==> src/rtl/apb_master_pkg.sv <==
// Shared types and constants for the APB3 command initiator.
// The response struct holds read data at the widest supported data width.
package apb_master_pkg;

    typedef enum logic [1:0] {
        StIdle   = 2'd0,
        StSetup  = 2'd1,
        StAccess = 2'd2,
        StResp   = 2'd3
    } state_e;

    localparam int unsigned DefaultTimeout = 255;
    localparam int unsigned MaxDataWidth   = 64;

    typedef struct packed {
        logic [MaxDataWidth-1:0] rdata;
        logic                    err;
        logic                    timeout;
    } rsp_t;

endpackage

==> src/rtl/apb_wait_timer.sv <==
// Saturating wait-state counter; expired_o flags when the count reaches TIMEOUT.
// With TIMEOUT = 0 the timer never expires.
module apb_wait_timer #(
    parameter int unsigned TIMEOUT = 255
) (
    input  logic clk_i,
    input  logic rst_ni,
    input  logic clear_i,
    input  logic count_en_i,
    output logic expired_o
);

    localparam int unsigned CntWidth = (TIMEOUT > 0) ? $clog2(TIMEOUT + 1) : 1;
    localparam logic [CntWidth-1:0] TimeoutVal = CntWidth'(TIMEOUT);

    logic [CntWidth-1:0] cnt_q, cnt_d;

    always_comb begin
        cnt_d = cnt_q;
        if (clear_i) begin
            cnt_d = '0;
        end else if (count_en_i && (cnt_q != TimeoutVal)) begin
            cnt_d = cnt_q + 1'b1;
        end
    end

    always_ff @(posedge clk_i or negedge rst_ni) begin
        if (!rst_ni) begin
            cnt_q <= '0;
        end else begin
            cnt_q <= cnt_d;
        end
    end

    assign expired_o = (TIMEOUT != 0) && (cnt_q == TimeoutVal);

endmodule

==> src/rtl/apb_cmd_master.sv <==
// Single-beat command/response to APB3 initiator with wait-state timeout.
// All outputs are registered and follow the next state of the FSM.
module apb_cmd_master
    import apb_master_pkg::*;
#(
    parameter int unsigned ADDR_WIDTH = 32,
    parameter int unsigned DATA_WIDTH = 32,
    parameter int unsigned TIMEOUT    = DefaultTimeout
) (
    input  logic                  PCLK,
    input  logic                  PRESERN,
    input  logic                  cmd_valid,
    output logic                  cmd_ready,
    input  logic                  cmd_write,
    input  logic [ADDR_WIDTH-1:0] cmd_addr,
    input  logic [DATA_WIDTH-1:0] cmd_wdata,
    output logic                  rsp_valid,
    input  logic                  rsp_ready,
    output logic [DATA_WIDTH-1:0] rsp_rdata,
    output logic                  rsp_err,
    output logic                  rsp_timeout,
    output logic                  busy,
    output logic                  PSEL,
    output logic                  PENABLE,
    output logic                  PWRITE,
    output logic [ADDR_WIDTH-1:0] PADDR,
    output logic [DATA_WIDTH-1:0] PWDATA,
    input  logic                  PREADY,
    input  logic                  PSLVERR,
    input  logic [DATA_WIDTH-1:0] PRDATA
);

    state_e                state_q, state_d;
    logic [ADDR_WIDTH-1:0] paddr_q, paddr_d;
    logic [DATA_WIDTH-1:0] pwdata_q, pwdata_d;
    logic                  pwrite_q, pwrite_d;
    logic                  psel_q, psel_d;
    logic                  penable_q, penable_d;
    logic                  cmd_ready_q, cmd_ready_d;
    logic                  busy_q, busy_d;
    logic                  rsp_valid_q, rsp_valid_d;
    rsp_t                  rsp_q, rsp_d;
    logic                  timer_expired;

    // Counter is cleared during SETUP so it starts at zero on entry to ACCESS.
    apb_wait_timer #(
        .TIMEOUT(TIMEOUT)
    ) u_wait_timer (
        .clk_i      (PCLK),
        .rst_ni     (PRESERN),
        .clear_i    (state_q == StSetup),
        .count_en_i ((state_q == StAccess) && !PREADY),
        .expired_o  (timer_expired)
    );

    always_comb begin
        state_d  = state_q;
        paddr_d  = paddr_q;
        pwdata_d = pwdata_q;
        pwrite_d = pwrite_q;
        rsp_d    = rsp_q;

        unique case (state_q)
            StIdle: begin
                if (cmd_valid && cmd_ready_q) begin
                    state_d  = StSetup;
                    paddr_d  = cmd_addr;
                    pwrite_d = cmd_write;
                    pwdata_d = cmd_write ? cmd_wdata : '0;
                end
            end
            StSetup: begin
                state_d = StAccess;
            end
            StAccess: begin
                // Completion takes priority over a coincident timeout.
                if (PREADY) begin
                    state_d       = StResp;
                    rsp_d.rdata   = pwrite_q ? '0 : MaxDataWidth'(PRDATA);
                    rsp_d.err     = PSLVERR;
                    rsp_d.timeout = 1'b0;
                end else if (timer_expired) begin
                    state_d       = StResp;
                    rsp_d.rdata   = '0;
                    rsp_d.err     = 1'b1;
                    rsp_d.timeout = 1'b1;
                end
            end
            StResp: begin
                if (rsp_ready) begin
                    state_d = StIdle;
                end
            end
            default: begin
                state_d = StIdle;
            end
        endcase

        psel_d      = (state_d == StSetup) || (state_d == StAccess);
        penable_d   = (state_d == StAccess);
        rsp_valid_d = (state_d == StResp);
        cmd_ready_d = (state_d == StIdle);
        busy_d      = (state_d != StIdle);
    end

    always_ff @(posedge PCLK or negedge PRESERN) begin
        if (!PRESERN) begin
            state_q     <= StIdle;
            paddr_q     <= '0;
            pwdata_q    <= '0;
            pwrite_q    <= 1'b0;
            psel_q      <= 1'b0;
            penable_q   <= 1'b0;
            cmd_ready_q <= 1'b0;
            busy_q      <= 1'b0;
            rsp_valid_q <= 1'b0;
            rsp_q       <= '0;
        end else begin
            state_q     <= state_d;
            paddr_q     <= paddr_d;
            pwdata_q    <= pwdata_d;
            pwrite_q    <= pwrite_d;
            psel_q      <= psel_d;
            penable_q   <= penable_d;
            cmd_ready_q <= cmd_ready_d;
            busy_q      <= busy_d;
            rsp_valid_q <= rsp_valid_d;
            rsp_q       <= rsp_d;
        end
    end

    assign cmd_ready   = cmd_ready_q;
    assign busy        = busy_q;
    assign rsp_valid   = rsp_valid_q;
    assign rsp_rdata   = rsp_q.rdata[DATA_WIDTH-1:0];
    assign rsp_err     = rsp_q.err;
    assign rsp_timeout = rsp_q.timeout;
    assign PSEL        = psel_q;
    assign PENABLE     = penable_q;
    assign PWRITE      = pwrite_q;
    assign PADDR       = paddr_q;
    assign PWDATA      = pwdata_q;

endmodule

==> config.mk <==
export PLATFORM = sky130hd
export DESIGN_NAME = apb_cmd_master
export DESIGN_NICKNAME = d
export VERILOG_FILES = /design/src/rtl/apb_master_pkg.sv /design/src/rtl/apb_wait_timer.sv /design/src/rtl/apb_cmd_master.sv
export SDC_FILE = /design/constraint.sdc
export NUM_CORES = 1
export LEC_CHECK = 0
export CAP_MARGIN = 20
export CORE_ASPECT_RATIO = 0.7
export CORE_MARGIN = 1
export CORE_UTILIZATION = 41
export DETAILED_ROUTE_END_ITERATION = 7
export GPL_TIMING_DRIVEN = 0
export PLACE_DENSITY = 0.83
export SLEW_MARGIN = 20
export SYNTH_ARGS = -nofsm -noshare
export SYNTH_HDL_FRONTEND = slang
export SYNTH_SLANG_ARGS = --single-unit
export TNS_END_PERCENT = 20
==> constraint.sdc <==
create_clock -name PCLK -period 2.3 [get_ports PCLK]
set_clock_uncertainty 0.2 [all_clocks]
set_input_delay 0.23 -clock PCLK [delete_from_list [all_inputs] [get_ports PCLK]]
set_output_delay 0.23 -clock PCLK [all_outputs]
set_load 0.05 [all_outputs]
==> results summary, run 1 <==
In this run, synthesis produced a sequential element count of 114. The area added between synthesis and finish is 63.80%. Along the worst path, the maximum fanout reaches 10. The number of buffer and inverter stages on the critical path is 5. After synthesis, flip-flops and latches occupy about 64% of the total area. The worst-path cell with the longest stage delay is dfrtp_1. The most used flip-flop cell after synthesis is dfrtp_1.

The slew at the pin closest to its max-slew limit came out at 0.5726 ns. Data on the critical path is required at its endpoint by 2.40 ns. The final cycle utilization of the critical path came out at roughly nine tenths. The clock tree buffer depth came out at 2.

Pin placement for this block handled 207 I/O pins. Dividing the detail-routed wire length by the instance count gives 16.14 µm. The floorplan step set the die width to between 100 and 150 µm. Measured against its own limit, the worst slew margin works out to approximately 60%. The via count of the first global-routing pass is 3932. The total of max-cap violations came out at 0. The cell-internal power came out at 6675 µW.

Measured on the finished design, the core utilization comes to 69.77%. The number of clock sinks came out at 114. The non-filler instance count after layout is 799.

The static leakage came out at 0.003506 µW. The run finished with clean final reports. During synthesis, Yosys emitted a total of 0 warnings.

Derived from the worst setup path, the maximum achievable clock frequency is 473.8 MHz. The share of power burned in the clock network came out at 20.2%. The net count of the finished layout came out at about 760.

The cell area power density came out at 1691 mW/mm². The worst ir drop on vdd is approximately 0.9 mV. After routing, the total negative slack on setup checks comes to 0 ns.

The CTS buffer count is 17. The worst setup path is captured at a flop. Registers are responsible for 28.0% of the overall power. The port buffer count is around 200. Yosys attributes the largest share of cell area to dfrtp_1 64%, nand2_1 15%, a22o_1 6.3%.

The max-slew violation count was 0. The worst path arrival time is 2.21 ns. The die is around 89 µm tall. The floorplan step defined a die boundary enclosing 0.01127 mm².

The total global routing track utilization came out at 23.67%. In the post-synthesis netlist, the cell with the most instances is nand2_1. The reg2reg setup slack came out at 0.19 ns. Of the post-synthesis cell area, the dominant cell type holds 64.19%. The initial cell density of the core came out at 42.60%.

The area of the core region came out at 0.01043 mm². The combined area of all synthesized cells came out at 0.004444 mm². Setup repair after global routing left no endpoint under its margin.

The cell row count is 31. The congestion estimate from routability-driven global placement came to 0.7766. The final number of setup-violating endpoints is 0.

The post-layout minimum cycle time came out at about 2.1 ns. Synthesis produced a netlist whose cell count is between 400 and 500. The number of buffers inserted by post-CTS setup repair came out at 0. The maximum single-stage delay on the critical path came out at approximately 0.35 ns. The analysis attributes to net switching a power of around 5600 µW.

Once placement finished, the instance area stood at approximately 0.0067 mm². Summing over every cut layer, the via total after detailed routing is just under 4000. The type of the worst min-delay path is in2async. For this run, design rule violations remaining after detail routing come to 0.

The number of antenna cells inserted is 0. The portion of total power attributed to combinational logic is about half. The commonest cells after synthesis are 174 x nand2_1, 114 x dfrtp_1, 36 x nand3_1, 32 x a22o_1, 12 x buf_2. The average via count per standard cell came out at 4.899. The wire length after detailed routing is 12.89 mm. The number of flops mapped to enable cells by yosys came out at 0.

The cell sitting at the root of the clock tree is a clkbuf_16. The type of the setup path with the least slack is reg2reg. The post-layout instance area came out at roughly 0.0073 mm². The residual overflow from global routing is 0.

The largest net degree at the start of global routing came out at 83. The worst hold slack after final layout is about 0.08 ns. The HPWL after detailed placement is 9.285 mm. The switching share of total power came out at 45.79%. The proportion of register bits with asynchronous set or reset after synthesis came out at 100.0%. The top cell family by delay on the critical path is buffers and inverters. The first-pass GRT wire length is 20.15 mm.

STA classifies the critical path startpoint as a flop. The number of nets produced by synthesis is about 540. The CTS H-tree depth came out at 4. The cell accounting for the most synthesized area is dfrtp_1. In the final layout, the share of cells above drive strength 1 is 8.396%. The signal on the critical path passes through buf_2 -> nor2_2 -> and3_1 -> buf_2 -> buf_4 -> buf_4 -> nor2_1 -> ha_1 -> inv_1. The mean area per synthesized cell came out at 10.36 µm². The number of design-rule violations left by the first detailed-router iteration is 142. The cell count after placement is 767.

The number of hold violations in the final report is 0. The latest clock arrival within the worst-skew pair is 0.40 ns. The number of antenna violations at the first check in global routing came out at 0. The TritonCTS clock tree is done. The number of iterations in the first detailed-routing pass is 4.

The post-synthesis cell type count is 38. The count of nets left with antenna violations after detail routing is 0. The clock-pin slew on the worst setup and hold paths is 0.05 ns.
[worst reg2reg max path, stage by stage (launching register included)]
cell,delay (ns)
dfrtp_1,0.35
buf_2,0.17
nor2_2,0.15
and3_1,0.20
buf_2,0.14
buf_4,0.19
buf_4,0.20
nor2_1,0.08
ha_1,0.28
inv_1,0.04
[final timing paths]
check                                   from           end  cells past startpoint
worst max register to register    state_q[0]          PSEL                      9
min in group PCLK               cmd_addr[11]     PADDR[11]                      3
worst max-delay path              state_q[0]          PSEL                      9
worst min register to register    PWDATA[25]    PWDATA[25]                      2
max in group asynchronous            PRESERN     PADDR[17]                      3
worst min-delay path                 PRESERN  rsp_rdata[3]                      2
[layout by cell type, fill, tap and decap left out, types with 4 or more instances in the layout]
cell / synthesis / final
clkdlybuf4s50_1: 0 / 204
nand2_1: 174 / 174
dfrtp_1: 114 / 114
nand3_1: 36 / 36
a22o_1: 32 / 32
clkbuf_16: 0 / 17
buf_2: 12 / 12
clkbuf_1: 6 / 9
buf_4: 7 / 7
clkbuf_8: 0 / 6
a21oi_1: 4 / 4
[registers in the layout, indices dropped and copies added (netlist names)]
| register | flops |
|---|---|
| rsp_err | 1 |
| PSEL | 1 |
| u_wait_timer.cnt_q | 8 |
| PENABLE | 1 |
| rsp_rdata | 32 |
| PWDATA | 32 |
| busy | 1 |
| PWRITE | 1 |
| rsp_valid | 1 |
| state_q | 2 |
| cmd_ready | 1 |
| PADDR | 32 |
| rsp_timeout | 1 |
[area by class of cell]
cell class / count / area [µm²]
Sequential cell: 114 / 2853
Multi-Input combinational cell: 286 / 1444
Buffer: 26 / 138.9
Timing Repair Buffer: 208 / 2101
Clock inverter: 4 / 47.55
Tap cell: 132 / 165.2
Clock buffer: 26 / 519.2
Fill cell: 753 / 3154
Inverter: 3 / 11.26
[cell families after synthesis]
family                     share of synthesized area [%]
AOI/OAI and AO/OA                                  8.728
adders and majority gates                         0.8447
buffers and inverters                              3.378
DFF                                                64.19
muxes                                             0.4505
and+or+nand+nor                                    22.41
[repair_timing]
action                     CTS  global route
hold buffers                 2             0
gates resized for setup      0             1
setup endpoints to repair    0             1
hold endpoints to repair   117             0
[routing by layer]
metal / wire length [µm] / global-route usage [%]
met3: 1167 / 8.797
met5: 0 / 0
met1: 5400 / 28.15
met2: 6191 / 40.13
met4: 135 / 8.543
[through the flow]
step | power, µW | setup slack [ns]
floorplan | 7438 | 0.4083
CTS | 12400 | 0.1546
finish | 12310 | 0.1895
global route | 12870 | 0.03564
global placement | 9676 | -3.414
detailed placement | 9834 | 0.1584
[power groups by stage]
stage,logic [µW],clock network [µW],registers (µW)
floorplan,1060,0,6380
detailed placement,6380,0,3450
global route,6700,2610,3560
CTS,6430,2530,3440
finish,6380,2490,3440
global placement,6280,0,3390
Power figures use the tool's default switching activity.
==> run 2: changes to the inputs <==
- ABC_CLOCK_PERIOD_IN_PS: default -> 2300
- PLACE_DENSITY: 0.83 -> default
- PLACE_DENSITY_LB_ADDON: default -> 0.05
==> run 2 against run 1 <==
Net effect: sequential share of layout area decreased by 0.32 points; sequential cell count did not move; combinational power barely moved; fmax up 3.0%; setup slack gained 0.061 ns; cell count up 0.25%; critical path type is now reg2out; largest power group unchanged; highest routed layer unchanged.
==> results summary, run 2 (synthesized netlist as in run 1, its figures left out) <==
The hold path endpoint is PADDR[6]. The post-layout minimum cycle time came out at 2.050 ns (-0.06078 ns). The net count of the finished layout is 762 (unchanged). The post-layout instance area was 0.007340 mm² (+0.83%). The cell row count came to 31 (unchanged). The CTS buffer count is 17 (unchanged). The worst ir drop on vdd came to 0.9073 mV (+1.1%). The floorplan die area came out at 0.01127 mm² (unchanged).

Traced cell by cell, the critical path runs through clkdlybuf4s50_1. The min-delay analysis places its worst path in the category in2reg. The beginning of the worst register-to-register path is u_wait_timer.cnt_q[0]. The post-CTS resize count came to 0 (unchanged).

The tree is rooted in a clkbuf_16. The number of antenna violations at the first check in global routing is 0 (unchanged). The layout cell share with drive strength beyond 1 is 8.670% (+0.27 points). The total of max-cap violations came out at 0 (unchanged). The wire length after detailed routing is 12.70 mm (-1.5%). The path depth of the worst reg2reg path came to 6 (-3).

Leaving out fill and tap cells, the most frequent cell in the layout is clkdlybuf4s50_1. The number of cells on the worst hold path is 3. The startpoint identified for the worst hold timing path is cmd_addr[6]. The residual overflow from global routing is 0 (unchanged). The final cycle utilization of the critical path came out at 89.12% (-2.6 points). The maximum single-stage delay on the critical path was 0.84 ns (+0.49 ns). The height of the die is 89.11 µm (unchanged). The count of nets left with antenna violations after detail routing is 0 (unchanged).

The number of design-rule violations left by the first detailed-router iteration was 191 (+35%). The number of vias after detailed routing is 3938 (+0.61%). The half-perimeter wire length after detailed placement is 9.129 mm (-1.7%). The number of buffers inserted by post-CTS setup repair is 0 (unchanged). The minimum setup slack after placement is 0.2499 ns (+0.09152 ns). The post-route DRC violation count was 0 (unchanged). The final number of setup-violating endpoints is 0 (unchanged). The slew at the pin closest to its max-slew limit was 0.5780 ns (+0.005404 ns). The top cell types in the final layout, fill and taps aside, are 204 x clkdlybuf4s50_1, 174 x nand2_1, 114 x dfrtp_1. The worst-path cell with the longest stage delay is clkdlybuf4s50_1.

The first-pass GRT wire length is 19.73 mm (-2.1%). The I/O pin count came to 207 (unchanged). The cell count after placement is 767 (unchanged). The reg2reg setup slack was 0.27 ns (+0.08 ns). The routability congestion estimate from global placement is 0.7438 (-4.2%). The via count of the first global-routing pass is 3715 (-5.5%).

The sum of negative setup slack is 0 ns (unchanged). The number of iterations in the first detailed-routing pass came out at 4 (unchanged). The area of the core region was 0.01043 mm² (unchanged). The non-filler instance count after layout is 801 (+0.25%).

The number of buffer and inverter stages on the critical path came out at 1 (-4). The clock-pin slew on the worst setup and hold paths came to 0.05 ns (about the same). The number of clock sinks came to 114 (unchanged). The latest clock arrival within the worst-skew pair was 0.40 ns (about the same). The CTS H-tree depth came out at 4 (unchanged). The run finished with clean final reports. The max-slew violation count is 0 (unchanged). The cell area reported after detailed placement came out at 0.006690 mm² (unchanged). The relative slew slack is 61.47% (-0.24 points). The required time reported for the critical path endpoint is 1.87 ns (-0.53 ns). The top cell family by delay on the critical path is buffers and inverters.

The maximum clock frequency is 487.9 MHz (+3.0%). STA classifies the critical path endpoint as a primary output. In this run the critical register-to-register path is captured at rsp_rdata[4]. The total global routing track utilization came out at 23.25% (-0.42 points). The worst path arrival time is 1.62 ns (-0.59 ns). The number of buffers inserted for hold repair after clock tree synthesis is 2 (unchanged). The initial cell density of the core is 42.60% (unchanged).

The clock tree buffer depth came out at 2 (unchanged). The routed wire length per instance was 15.85 µm (-1.8%). The number of hold violations in the final report came to 0 (unchanged). The startpoint kind of the worst setup timing path is a flop. The least setup slack across all paths after layout is 0.2503 ns (+0.06078 ns). The type of the setup path with the least slack is reg2out. The worst hold slack after final layout came out at 0.1513 ns (+0.07048 ns). The port buffer count is 205 (unchanged). Setup repair after global routing left no endpoint under its margin. The largest driver fanout on the critical path is 3 (-7).

The average via count per standard cell is 4.916 (+0.36%). The area added between synthesis and finish is 65.15%. The largest net degree at the start of global routing is 61 (-27%). The number of antenna cells inserted came out at 0 (unchanged). TritonCTS built the clock tree.

The cell area power density is 1706 mW/mm² (+0.89%). The static leakage is 0.003534 µW (+0.79%). The die extent in x came out at 126.4 µm (unchanged).
-- run 2: per-stage QoR --
stage / util, % / power, µW
floorplan: - / 7438
global placement: 63.84 / 9698
detailed placement: 64.12 / 9795
CTS: 70.34 / 12620
global route: 70.34 / 13090
finish: 70.34 / 12520
-- run 2: how the worst max path moves through the flow --
stage | start | to | slack (ns) | cells past startpoint
final | PWRITE | PWRITE | 0.25 | 1
after global routing | state_q[0] | PSEL | 0.10 | 9
after CTS | PWRITE | PWRITE | 0.23 | 1
after detailed placement | cmd_valid | PSEL | 0.25 | 8
after global placement | PRESERN | PADDR[10] | -3.54 | 1
after floorplan | cmd_ready | PSEL | 0.41 | 7
-- run 2: power breakdown --
part | switching [µW] | total [µW] | leakage, µW | internal [µW]
registers | 503 | 3410 | 0.00146 | 2900
logic | 4240 | 6360 | 0.00177 | 2120
clock network | 868 | 2760 | 0.000306 | 1890
total | 5610 | 12500 | 0.00353 | 6910
-- run 2: layout make-up --
class	instances	area, µm²
fillers	789	3094
flip-flops and latches	114	2853
repair buffers	208	2101
multi-input cells	286	1441
clock buffers	22	474.2
well taps	132	165.2
clock inverters	10	155.1
plain buffers	26	138.9
inverters	3	11.26
-- run 2: worst reg2reg max path, stage by stage (launching register included) --
cell and delay [ns]:
dfrtp_1 0.42, ha_1 0.24, nand3_2 0.15, nor2_2 0.08, o21ai_1 0.38, buf_2 0.32
a22o_1 0.17
-- run 2: layer usage --
layer / up-vias / global-route usage (%) / wire (µm)
met2: 144 / 35.56 / 5697
met1: 1896 / 30.97 / 5820
li1: 1887 / - / -
met4: 0 / 7.996 / 143
met5: - / 0 / 0
met3: 11 / 8.378 / 1035
==> run 3: changes to the inputs <==
- ABC_AREA: default -> 1
- CORE_UTILIZATION: 41 -> 42
==> run 3 against run 2 <==
Net effect: sequential power shrank 1%; non-clock buffer count grew 5; critical endpoint is now PADDR[1]; highest routed layer unchanged; critical path depth is the same; total power shrank 0.52%; cell count grew 16%; area after synthesis grew 7.5%.
==> results summary, run 3 <==
The flow ran to the end, and the final reports show no timing, DRC or antenna violations. The part of the Yosys area used for sequential elements was 59.70% (-4.5 points). The cell chosen for the clock root is clkbuf_16. The number of hold violations in the final report came out at 0 (unchanged).

Traced cell by cell, the critical path runs through clkdlybuf4s50_1. The number of iterations in the first detailed-routing pass is 5 (+1). The cell area power density came out at 1626 mW/mm² (-4.7%). The required time reported for the critical path endpoint came out at 1.87 ns (about the same). The gate count after technology mapping was 535 (+25%). The tightest min-delay check is of the in2reg type. The minimum setup slack after placement is 0.2441 ns (-0.005825 ns). The first-pass GRT wire length came to 21.79 mm (+10%). STA classifies the critical path endpoint as a primary output. Ranked by total cell area, the synthesized netlist is headed by dfrtp_1 60%, nand2_1 20%, nand4_1 4.2%. The port buffer count is 204 (-0.49%). The clock tree buffer depth came out at 2 (unchanged). The routed wire length per instance came out at 14.67 µm (-7.4%). The filler cell count is 912 (+16%). The largest driver fanout on the critical path is 2 (-1).

The total of max-cap violations came out at 0 (unchanged). The CTS buffer count came out at 17 (unchanged). The maximum clock frequency is 481.2 MHz (-1.4%). The number of buffers inserted by post-CTS setup repair is 0 (unchanged). The max-slew violation count is 0 (unchanged).

The post-synthesis cell type count is 24 (-37%). The number of flops mapped to enable cells by yosys came out at 0 (unchanged). The number of warnings issued by yosys came out at 0 (unchanged). The worst ir drop on vdd is 0.8454 mV (-6.8%). The die extent in x is 129.5 µm (+2.4%). The worst setup path is of the reg2out kind. The half-perimeter wire length after detailed placement was 9.471 mm (+3.7%). The count of nets left with antenna violations after detail routing is 0 (unchanged). The number of clock sinks came out at 114 (unchanged). The height of the die came out at 91.24 µm (+2.4%).

The static leakage is 0.003649 µW (+3.3%). The area of the core region came out at 0.01105 mm² (+5.9%). The residual overflow from global routing is 0 (unchanged).

The number of antenna violations at the first check in global routing came out at 0 (unchanged). The proportion of register bits with asynchronous set or reset after synthesis came to 100.0% (unchanged). By instance count, the leading cell after synthesis is nand2_1. The final number of setup-violating endpoints came out at 0 (unchanged). The relative slew slack came out at 59.43% (-2.0 points).

The total global routing track utilization is 24.29% (+1.0 points). The initial cell density of the core came out at 43.24% (+0.65 points). The final cycle utilization of the critical path is 90.35% (+1.2 points). The worst path arrival time is 1.65 ns (+0.03 ns). The number of buffer and inverter stages on the critical path came out at 1 (unchanged). By count the netlist is led by 253 x nand2_1, 114 x dfrtp_1, 37 x o21ai_0, 32 x nand4_1, 19 x nand3_1. The number of antenna cells inserted is 0 (unchanged). The top cell family by delay on the critical path is buffers and inverters.

Leaving out fill and tap cells, the most frequent cells in the layout are 253 x nand2_1, 203 x clkdlybuf4s50_1, 114 x dfrtp_1. The least setup slack across all paths after layout came out at 0.2218 ns (-0.02844 ns). The proportion of netlist area held by the largest area contributor was 59.70% (-4.5 points).

The post-layout minimum cycle time came out at 2.078 ns (+0.02844 ns). The mean area per synthesized cell is 8.931 µm² (-14%). The CTS H-tree depth came to 4 (unchanged). The maximum single-stage delay on the critical path is 0.88 ns (+0.04 ns). The post-CTS resize count was 0 (unchanged). The number of nets produced by synthesis came to 641 (+20%). The wire length after detailed routing came out at 13.59 mm (+7.0%). TritonCTS built the clock tree.

The clock-pin slew on the worst setup and hold paths came out at 0.05 ns (about the same). The number of synthesized register bits is 114 (unchanged). The layout cell share with drive strength beyond 1 came out at 9.185% (+0.52 points). The routability congestion estimate from global placement came out at 0.8165 (+9.8%). The sum of negative setup slack came to 0 ns (unchanged). The net count of the finished layout was 867 (+14%). The post-route DRC violation count was 0 (unchanged). The slew at the pin closest to its max-slew limit came out at 0.6067 ns (+0.02871 ns).

Setup repair after global routing left no endpoint under its margin. The average via count per standard cell was 4.760 (-3.2%). The number of design-rule violations left by the first detailed-router iteration came out at 290 (+52%).

The number of buffers inserted for hold repair after clock tree synthesis was 2 (unchanged). From synthesis to final layout, the design area changed by 60.38%. The combined area of all synthesized cells is 0.004778 mm² (+7.5%). The latest clock arrival within the worst-skew pair is 0.41 ns (about the same).

The cell accounting for the most synthesized area is dfrtp_1. The largest net degree at the start of global routing is 76 (+25%). The number of vias after detailed routing came out at 4408 (+12%). The via count of the first global-routing pass is 4340 (+17%). The I/O pin count is 207 (unchanged). The worst-path cell with the longest stage delay is clkdlybuf4s50_1. Among all flip-flop cells after synthesis, the most frequent one is dfrtp_1. The floorplan die area came to 0.01181 mm² (+4.9%). The startpoint kind of the worst setup timing path is a flop. The cell row count came out at 32 (+3.2%).

Leaving out fill and tap cells, the most frequent cell in the layout is nand2_1.
run 3: cell types whose count changed after synthesis, moves of 12 or more:
cell,before,now
a22o_1,32,0
nand2_1,174,253
nand2_2,0,12
nand3_1,36,19
nand4_1,2,32
o21ai_0,3,37
run 3: area by class of cell:
class | instances | area [µm²] | share of cell area (%)
Tap cell | 153 | 191.4 | 2.498
Buffer | 32 | 183.9 | 2.400
Multi-Input combinational cell | 372 | 1664 | 21.71
Inverter | 17 | 77.57 | 1.012
Clock buffer | 21 | 470.5 | 6.139
Sequential cell | 114 | 2853 | 37.22
Timing Repair Buffer | 207 | 2091 | 27.28
Clock inverter | 10 | 132.6 | 1.731
run 3: cells by family after synthesis:
logic type	after synthesis	synth area share, %
simple gates	330	29.88
flops	114	59.70
fa+ha+maj	3	0.7856
buf+inv	49	5.473
compound gates	38	3.980
xor+xnor	1	0.1833
run 3: final timing paths:
path	from	endpoint	slack, ns	cells after the start
setup / recovery	PADDR[1]	PADDR[1]	0.22	1
hold / removal	PREADY	rsp_rdata[31]	0.04	3
setup reg to reg	u_wait_timer.cnt_q[0]	PSEL	0.31	10
hold reg to reg	rsp_rdata[8]	rsp_rdata[8]	0.27	2
max in group asynchronous	PRESERN	PWDATA[19]	1.09	3
min in group asynchronous	PRESERN	u_wait_timer.cnt_q[0]	0.10	2
run 3: where the power goes:
group	leakage, µW	internal, µW	total [µW]	switching [µW]
clock	0.000291	1770	2690	914
sequential	0.00147	2870	3370	502
combinational	0.00189	2060	6400	4340
total	0.00365	6710	12500	5750
run 3: routing by layer:
layer / vias up / wire, µm / GRT usage (%)
met5: - / 0 / 0
met4: 0 / 120 / 9.205
met3: 11 / 1177 / 9.546
met2: 141 / 6408 / 38.04
met1: 2096 / 5882 / 30.17
li1: 2160 / - / -
run 3: metrics by stage:
step	util [%]	area (µm²)	power, µW	cells	hold slack, ns
6_report	69.35	7664	12460	926	0.04354
5_1_grt	69.35	7664	13070	926	0.06649
4_1_cts	69.35	7664	12540	926	0.02227
3_5_place_dp	63.71	7041	9787	893	-0.03422
3_3_place_gp	63.45	7012	9692	892	0.2526
2_1_floorplan	-	4778	7457	535	-0.2656
